**config.mk**
```make
export PLATFORM = sky130hd
export DESIGN_NAME = ec_serial_test_bridge
export DESIGN_NICKNAME = d
export VERILOG_FILES = /design/src/rtl/ec_serial_test_bridge.sv
export SDC_FILE = /design/constraint.sdc
export NUM_CORES = 1
export LEC_CHECK = 0
export ABC_CLOCK_PERIOD_IN_PS = 40000
export BUFFER_PORTS_ARGS = -buffer_cell sky130_fd_sc_hd__buf_2
export CORE_ASPECT_RATIO = 2
export CORE_UTILIZATION = 40
export CTS_BUF_LIST = sky130_fd_sc_hd__clkbuf_4
export CTS_CLUSTER_SIZE = 14
export DETAILED_ROUTE_END_ITERATION = 7
export SETUP_SLACK_MARGIN = 0.05
export SLEW_MARGIN = 20
export SYNTH_ARGS = -nofsm -noshare
export SYNTH_HDL_FRONTEND = slang
export SYNTH_SLANG_ARGS = --single-unit
```
**constraint.sdc**
```tcl
create_clock -name clk -period 40 [get_ports clk]
set_clock_uncertainty 0.1 [all_clocks]
set_input_delay 6 -clock clk [delete_from_list [all_inputs] [get_ports clk]]
set_output_delay 6 -clock clk [all_outputs]
set_load 0.02 [all_outputs]
```
**src/rtl/ec_serial_test_bridge.sv**
```systemverilog
// ---------------------------------------------------------------------------
// ec_serial_test_bridge
//
// Serial-to-parallel test bridge for exercising a start/done EC core from two
// pins. A framed serial word (MSB first) is deserialised, presented to the core
// with a one-cycle start pulse, the core result is captured on done (or after a
// timeout), and a status header plus the result is serialised back out.
//
// Output frame, MSB first: {perr, tmo, dut_out[OUT_WIDTH-1:0]} (+ parity bit).
//
// Optional feature macro: EC_BRIDGE_PARITY_EN
//   defined   : input frame carries a trailing even-parity bit over the data;
//               a mismatch skips the core and reports perr=1 with zero data.
//               The output frame gets a trailing even-parity bit.
//   undefined : no parity bits; perr is always 0.
//
// Parameters
//   IN_WIDTH   data bits per input frame (>= 3)
//   OUT_WIDTH  result bits captured from the core
//   TMO_CYC    WAIT cycles before timeout (>= 2)
//
// Ports
//   clk        system clock
//   rst        synchronous active-high reset
//   test_i     serial input bit, MSB first
//   test_iv    test_i valid qualifier
//   test_o     serial output bit, MSB first
//   test_ov    high for the whole output frame
//   busy       high in every state except IDLE/SHIFT_IN
//   dut_in     parallel word to core, held from APPLY until the next frame
//   dut_start  one-cycle start pulse to the core
//   dut_done   core completion, only looked at in WAIT
//   dut_out    core result, sampled in the WAIT exit cycle
// ---------------------------------------------------------------------------
module ec_serial_test_bridge #(
  parameter int IN_WIDTH  = 166,
  parameter int OUT_WIDTH = 327,
  parameter int TMO_CYC   = 65535
) (
  input  logic                 clk,
  input  logic                 rst,
  input  logic                 test_i,
  input  logic                 test_iv,
  output logic                 test_o,
  output logic                 test_ov,
  output logic                 busy,
  output logic [IN_WIDTH-1:0]  dut_in,
  output logic                 dut_start,
  input  logic                 dut_done,
  input  logic [OUT_WIDTH-1:0] dut_out
);

`ifdef EC_BRIDGE_PARITY_EN
  localparam int PAR_W = 1;
`else
  localparam int PAR_W = 0;
`endif

  localparam int IN_FRAME  = IN_WIDTH + PAR_W;
  localparam int OUT_FRAME = OUT_WIDTH + 2 + PAR_W;
  // Without parity the last data bit goes straight into dut_in, so the
  // shift register only ever needs to hold the preceding bits.
  localparam int SR_W      = IN_FRAME - 1;
  localparam int ICW       = $clog2(IN_FRAME);
  localparam int OCW       = $clog2(OUT_FRAME);
  localparam int TCW       = $clog2(TMO_CYC);

  localparam logic [OCW-1:0] OUT_LAST = OCW'(OUT_FRAME - 1);
  localparam logic [TCW-1:0] TMO_LAST = TCW'(TMO_CYC - 1);
`ifdef EC_BRIDGE_PARITY_EN
  localparam logic [ICW-1:0] IN_PAR_IDX   = ICW'(IN_WIDTH);
`else
  localparam logic [ICW-1:0] IN_DATA_LAST = ICW'(IN_WIDTH - 1);
`endif

  typedef enum logic [2:0] {
    S_IDLE,
    S_SHIFT_IN,
    S_APPLY,
    S_WAIT,
    S_CAPTURE,
    S_SHIFT_OUT
  } state_t;

  state_t                 state_q,  state_d;
  logic [ICW-1:0]         icnt_q,   icnt_d;
  logic [TCW-1:0]         tcnt_q,   tcnt_d;
  logic [OCW-1:0]         ocnt_q,   ocnt_d;
  logic [SR_W-1:0]        sreg_q,   sreg_d;
  logic [IN_WIDTH-1:0]    dut_in_q, dut_in_d;
  logic [OUT_WIDTH-1:0]   data_q,   data_d;
  logic [OUT_FRAME-1:0]   osr_q,    osr_d;
  logic                   tmo_q,    tmo_d;
  logic                   perr_q,   perr_d;
  logic [SR_W-1:0]        sreg_shift;

  assign sreg_shift = {sreg_q[SR_W-2:0], test_i};
  assign dut_in     = dut_in_q;

  // Control state: reset returns everything observable to its idle value.
  always_ff @(posedge clk) begin
    if (rst) begin
      state_q  <= S_IDLE;
      icnt_q   <= '0;
      tcnt_q   <= '0;
      ocnt_q   <= '0;
      dut_in_q <= '0;
      tmo_q    <= 1'b0;
      perr_q   <= 1'b0;
    end else begin
      state_q  <= state_d;
      icnt_q   <= icnt_d;
      tcnt_q   <= tcnt_d;
      ocnt_q   <= ocnt_d;
      dut_in_q <= dut_in_d;
      tmo_q    <= tmo_d;
      perr_q   <= perr_d;
    end
  end

  // Datapath shift/capture registers: contents only matter once the control
  // path has marked them valid, so they carry no reset.
  always_ff @(posedge clk) begin
    sreg_q <= sreg_d;
    data_q <= data_d;
    osr_q  <= osr_d;
  end

  always_comb begin
    state_d   = state_q;
    icnt_d    = icnt_q;
    tcnt_d    = tcnt_q;
    ocnt_d    = ocnt_q;
    sreg_d    = sreg_q;
    dut_in_d  = dut_in_q;
    data_d    = data_q;
    osr_d     = osr_q;
    tmo_d     = tmo_q;
    perr_d    = perr_q;
    test_o    = 1'b0;
    test_ov   = 1'b0;
    busy      = 1'b1;
    dut_start = 1'b0;

    case (state_q)
      S_IDLE: begin
        busy = 1'b0;
        // The qualifying bit that wakes us up is already frame bit 0.
        if (test_iv) begin
          sreg_d  = sreg_shift;
          icnt_d  = ICW'(1);
          state_d = S_SHIFT_IN;
        end
      end

      S_SHIFT_IN: begin
        busy = 1'b0;
        if (test_iv) begin
`ifdef EC_BRIDGE_PARITY_EN
          if (icnt_q == IN_PAR_IDX) begin
            icnt_d = '0;
            if ((^sreg_q) ^ test_i) begin
              // Corrupt frame: report it without ever starting the core.
              perr_d  = 1'b1;
              tmo_d   = 1'b0;
              data_d  = '0;
              state_d = S_CAPTURE;
            end else begin
              perr_d   = 1'b0;
              dut_in_d = sreg_q;
              state_d  = S_APPLY;
            end
          end else begin
            sreg_d = sreg_shift;
            icnt_d = icnt_q + ICW'(1);
          end
`else
          if (icnt_q == IN_DATA_LAST) begin
            icnt_d   = '0;
            perr_d   = 1'b0;
            dut_in_d = {sreg_q, test_i};
            state_d  = S_APPLY;
          end else begin
            sreg_d = sreg_shift;
            icnt_d = icnt_q + ICW'(1);
          end
`endif
        end
      end

      S_APPLY: begin
        dut_start = 1'b1;
        tcnt_d    = '0;
        state_d   = S_WAIT;
      end

      S_WAIT: begin
        // Done is checked before the terminal count so that a late done wins.
        if (dut_done) begin
          data_d  = dut_out;
          tmo_d   = 1'b0;
          state_d = S_CAPTURE;
        end else if (tcnt_q == TMO_LAST) begin
          data_d  = dut_out;
          tmo_d   = 1'b1;
          state_d = S_CAPTURE;
        end else begin
          tcnt_d = tcnt_q + TCW'(1);
        end
      end

      S_CAPTURE: begin
`ifdef EC_BRIDGE_PARITY_EN
        osr_d = {perr_q, tmo_q, data_q, ^{perr_q, tmo_q, data_q}};
`else
        osr_d = {perr_q, tmo_q, data_q};
`endif
        ocnt_d  = '0;
        state_d = S_SHIFT_OUT;
      end

      S_SHIFT_OUT: begin
        test_ov = 1'b1;
        test_o  = osr_q[OUT_FRAME-1];
        osr_d   = {osr_q[OUT_FRAME-2:0], 1'b0};
        if (ocnt_q == OUT_LAST) begin
          ocnt_d  = '0;
          state_d = S_IDLE;
        end else begin
          ocnt_d = ocnt_q + OCW'(1);
        end
      end

      default: begin
        state_d = S_IDLE;
      end
    endcase
  end

endmodule

```
After elaboration in Yosys (flattened, before gate mapping)
Cells that the tools add are included.
Storage, ports and cells
  bits in registers: 1024
  output and inout port bits: 170
Cells by class
  add/subtract/negate cells: 3
  equal/unequal tests: 16
  mux-type cells: 29
  reduce and logical (&&, ||, !) cells: 12
Operators with widths (number)
  $pmux W329 S2: 1
  $mux W327: 2
  $mux W165: 3
  $pmux W165 S2: 1
  $mux W16: 2
  $pmux W16 S2: 1
  $mux W8: 3
  $mux W3: 6
  $pmux W3 S6: 1
  $pmux W9 S2: 1
  $add A16 B1 Y16 const B: 1
  $eq A16 B16 Y1 const B: 1
  $pmux W8 S2: 1
  $ne A2 B2 Y1 const B: 7
  $add A9 B1 Y9 const B: 1
  $eq A9 B9 Y1 const B: 1
  $mux W9: 1
  $reduce_and A3 Y1: 3
  $add A8 B1 Y8 const B: 1
  $eq A8 B8 Y1 const B: 1
  $reduce_bool A2 Y1: 4
  $eq A3 B2 Y1 const B: 2
  $eq A3 B3 Y1 const B: 2
  $mux W1: 6
  7 further kinds: 7

Depth between registers and ports, before layout
  word-level depth: 4
  gate-level depth with buffers: 9

Worst setup path before layout
No wires, ideal clock.
  path kind: input to register
  start point: input test_iv
  end point: register sreg_q[0], enable pin
  setup time: 0.942 ns
  arrival time: 18.502 ns
  setup slack: 20.456 ns
  stages on the path: 3
  buffers on the path: 1
  path through: nor3b_1 -> clkbuf_1 -> a21boi_0
On the way
  cells in the longest elaborated chain, start to end: 2
Ends and longest elaborated chain
  from (decl): line 43  | input logic test_iv,
  $ne A2 B2 Y1 (no source line)
  $reduce_and A4 Y1 (no source line) *
  to (signal assigned): line 124  | sreg_q <= sreg_d;
  to (decl): line 89  | logic [SR_W-1:0] sreg_q, sreg_d;
Mark *: on every way between the ends. The rest lies on a longest branch, timed or not.
A chain may end at the register's enable or synchronous reset.

Final worst setup path
  start point: register state_q[1]
  end point: output test_ov
On the way
  cells in the longest elaborated chain, start to end: 2
Ends and longest elaborated chain
  from (decl): line 85  | state_t state_q, state_d;
  from (signal assigned): line 111  | state_q <= state_d;
  $eq A3 B3 Y1: line 145  | case (state_q)
  $mux W1: line 145
  to (decl): line 45  | output logic test_ov,
No other way between the ends.

==> out/results.tsv <==
metric	value	unit
synth_top_cell_area_share	67.8	%
max_freq	106	MHz
ys_seq_area_share	79.0	%
postCtsSetupBuffers	0	
multi_input_area	7030	sq um
cts_buffer_depth	3	
outcome	finished, final reports clean	
core_area	90200	sq um
rows	156	
die_h	428	um
cts_buffers	219	
tightestPinTransition	1.12	ns
cp_max_fo	128	
wirelength	79100	um
synth_common_cells	nand2_1, edfxtp_1, dfxtp_1	
drtPass1Iterations	5	
gp_routability_congestion	0.836	
netlist_area	36400	sq um
viasPerCell	4.70	
grt_start_max_net_pins	203	
path_cells	nand3b_1, buf_4, inv_8, buf_2	
clkSinkCount	1024	
arrival	3.32	ns
postLayoutCoreUtil	47.6	%
wire_per_inst	16.4	um
power_leakage	16.6	nW
path_class	reg2out	
grt_pass1_wl	121000	um
drc	0	
drive_gt1_share	24.9	%
n_fill_cell	8287	
vias	22600	
vdd_drop_max	0.0000354	V
port_buffers	501	
tns	0	ns
hp-class	reg2reg	
required	33.90	ns
rsz0062_at_grt	no	
grt_overflow	0	
antenna_found_initial	30	
min_period	9.42	ns
area_growth	18.0	%
drtIter0Drc	1394	
synthCells	2845	
finalPower	0.00204	W
cap_viol_max_count	0	
yosys.area.top_type	edfxtp_1	
grt_pass1_vias	22100	
crit_path_start_kind	register	
place_area	40000	sq um
place_hpwl	48900	um
clk_latency	1.13	ns
async_reset_ff_share	0	%
regArea	28700	sq um
endpoint_kind	primary output	
cp_slowest_cell	buf_4	
ys.flop_type	edfxtp_1	
p_per_area	47.4	nW/um^2
hold_viol	0	
cts_hold_buffers	0	
clkTransAtPathRegs	0.08	ns
dieArea	92200	sq um
fin_crit_sh	23.6	%
chipWidth	215	um
yosysUniqueCellTypes	54	
synth.area.top_cells	edfxtp_1, nand2_1, dfxtp_1, a21oi_1, clkbuf_1	
io_pins	502	
synth_edf_count	821	
reg2reg_setup_slack	35.91	ns
syn-num-nets	3183	
grt_usage	17.0	%
maxSlewHeadroom	25.3	%
nNetsFinal	3780	
drv_slew	0	
h-tree-depth	4	
clock-root-buffer	clkbuf_4	
syn_area_per_cell	12.8	sq um
postLayoutCellArea	42900	sq um
synth_most_common_cell	nand2_1	
ys_warn_count	0	
slowest_delay	0.69	ns
cts_tree	yes	
drtAntennaViolNets	0	
initial_core_util	40.3	%
report.final.setup_viol	0	
yosys_register_bits	1024	
ctsResizeCount	0	
hold_ws	0.328	ns
-- sequential cells by signal, summed over array words and instances, names as in the netlist --
name,cells
dut_in,166
osr_q,329
ocnt_q,9
state_q,3
tcnt_q,16
icnt_q,8
sreg_q,165
tmo_q,1
data_q,327
-- path summary, 6_finish.rpt --
check                               end               startpoint  cells past startpoint
setup / recovery                test_ov  state_q[1]$_SDFFE_PP0P_                      4
setup reg to reg    data_q[3]$_DFFE_PP_   tcnt_q[1]$_SDFFE_PP0P_                      7
hold / removal    sreg_q[155]$_DFFE_PP_    sreg_q[154]$_DFFE_PP_                      0
hold reg to reg   sreg_q[155]$_DFFE_PP_    sreg_q[154]$_DFFE_PP_                      0
-- cells in the final DEF (no fill, tap or decap), drive strengths merged, types with 2 or more instances in the layout --
| cell | synthesis | routed |
|---|---|---|
| nand2 | 1328 | 1328 |
| o31ai | 11 | 11 |
| edfxtp | 821 | 821 |
| diode | 0 | 23 |
| a21oi | 192 | 192 |
| nor4 | 3 | 3 |
| buf | 33 | 520 |
| or2 | 2 | 2 |
| ha | 6 | 6 |
| clkbuf | 111 | 341 |
| nand3b | 2 | 2 |
| xor2 | 6 | 6 |
| and4 | 3 | 3 |
| a41oi | 2 | 2 |
| inv | 6 | 12 |
| or4 | 12 | 12 |
| mux2i | 2 | 2 |
| nor4bb | 3 | 3 |
| bufinv | 0 | 5 |
| nand4 | 7 | 7 |
| o21ai | 7 | 7 |
| clkinv | 1 | 34 |
| a211oi | 3 | 3 |
| or3 | 4 | 4 |
| nor3b | 3 | 3 |
| clkinvlp | 0 | 4 |
| and2 | 4 | 4 |
| nor2b | 3 | 3 |
| a311oi | 8 | 8 |
| nor2 | 20 | 20 |
| and3 | 7 | 7 |
| nand3 | 16 | 16 |
| nand2b | 3 | 3 |
| o21a | 2 | 2 |
| dfxtp | 203 | 203 |
-- where the power goes --
part	total [W]	switching, W	leakage [nW]	internal, W
Clock	0.000812	0.000393	1.74	0.000419
Sequential	0.00118	0.0000107	9.14	0.00117
Combinational	0.0000414	0.0000258	5.74	0.0000156
Total	0.00204	0.000430	16.6	0.00161
-- critical path: cells and delay by family, from the launching register on --
| family | cells | cell delay [ns] |
|---|---|---|
| buffers and inverters | 3 | 1.46 |
| DFF | 1 | 0.54 |
| and+or+nand+nor | 1 | 0.16 |
-- through the flow --
stage / instances / worst slack (ns)
finish: 4818 / 30.58
global placement: 4406 / 30.39
global route: 4808 / 30.19
detailed placement: 4406 / 30.37
floorplan: 2845 / 20.46
CTS: 4795 / 30.28
-- area by class of cell --
| cell class | count | area share [%] |
|---|---|---|
| flip-flops and latches | 1024 | 66.9 |
| multi-input cells | 1670 | 16.4 |
| repair buffers | 520 | 6.27 |
| clock buffers | 341 | 5.96 |
| well taps | 1185 | 3.45 |
| clock inverters | 48 | 0.825 |
| diodes | 23 | 0.134 |
| inverters | 7 | 0.0787 |
-- routing by layer --
layer  global-route usage (%)  wire [um]
met2                     27.8      38500
met5                        0        197
met1                     20.3      32400
met3                     5.62       5770
met4                     7.35       2230
-- cell families after synthesis --
| family | synth area share, % |
|---|---|
| buffers and inverters | 1.79 |
| adder cells (fa/ha/maj) | 0.206 |
| multiplexers | 0.0550 |
| AND/OR/NAND/NOR | 15.4 |
| AO/OA/AOI/OAI | 3.43 |
| XOR/XNOR | 0.144 |
| flip-flops | 79.0 |
No activity file was read; power rests on OpenSTA's default activity.
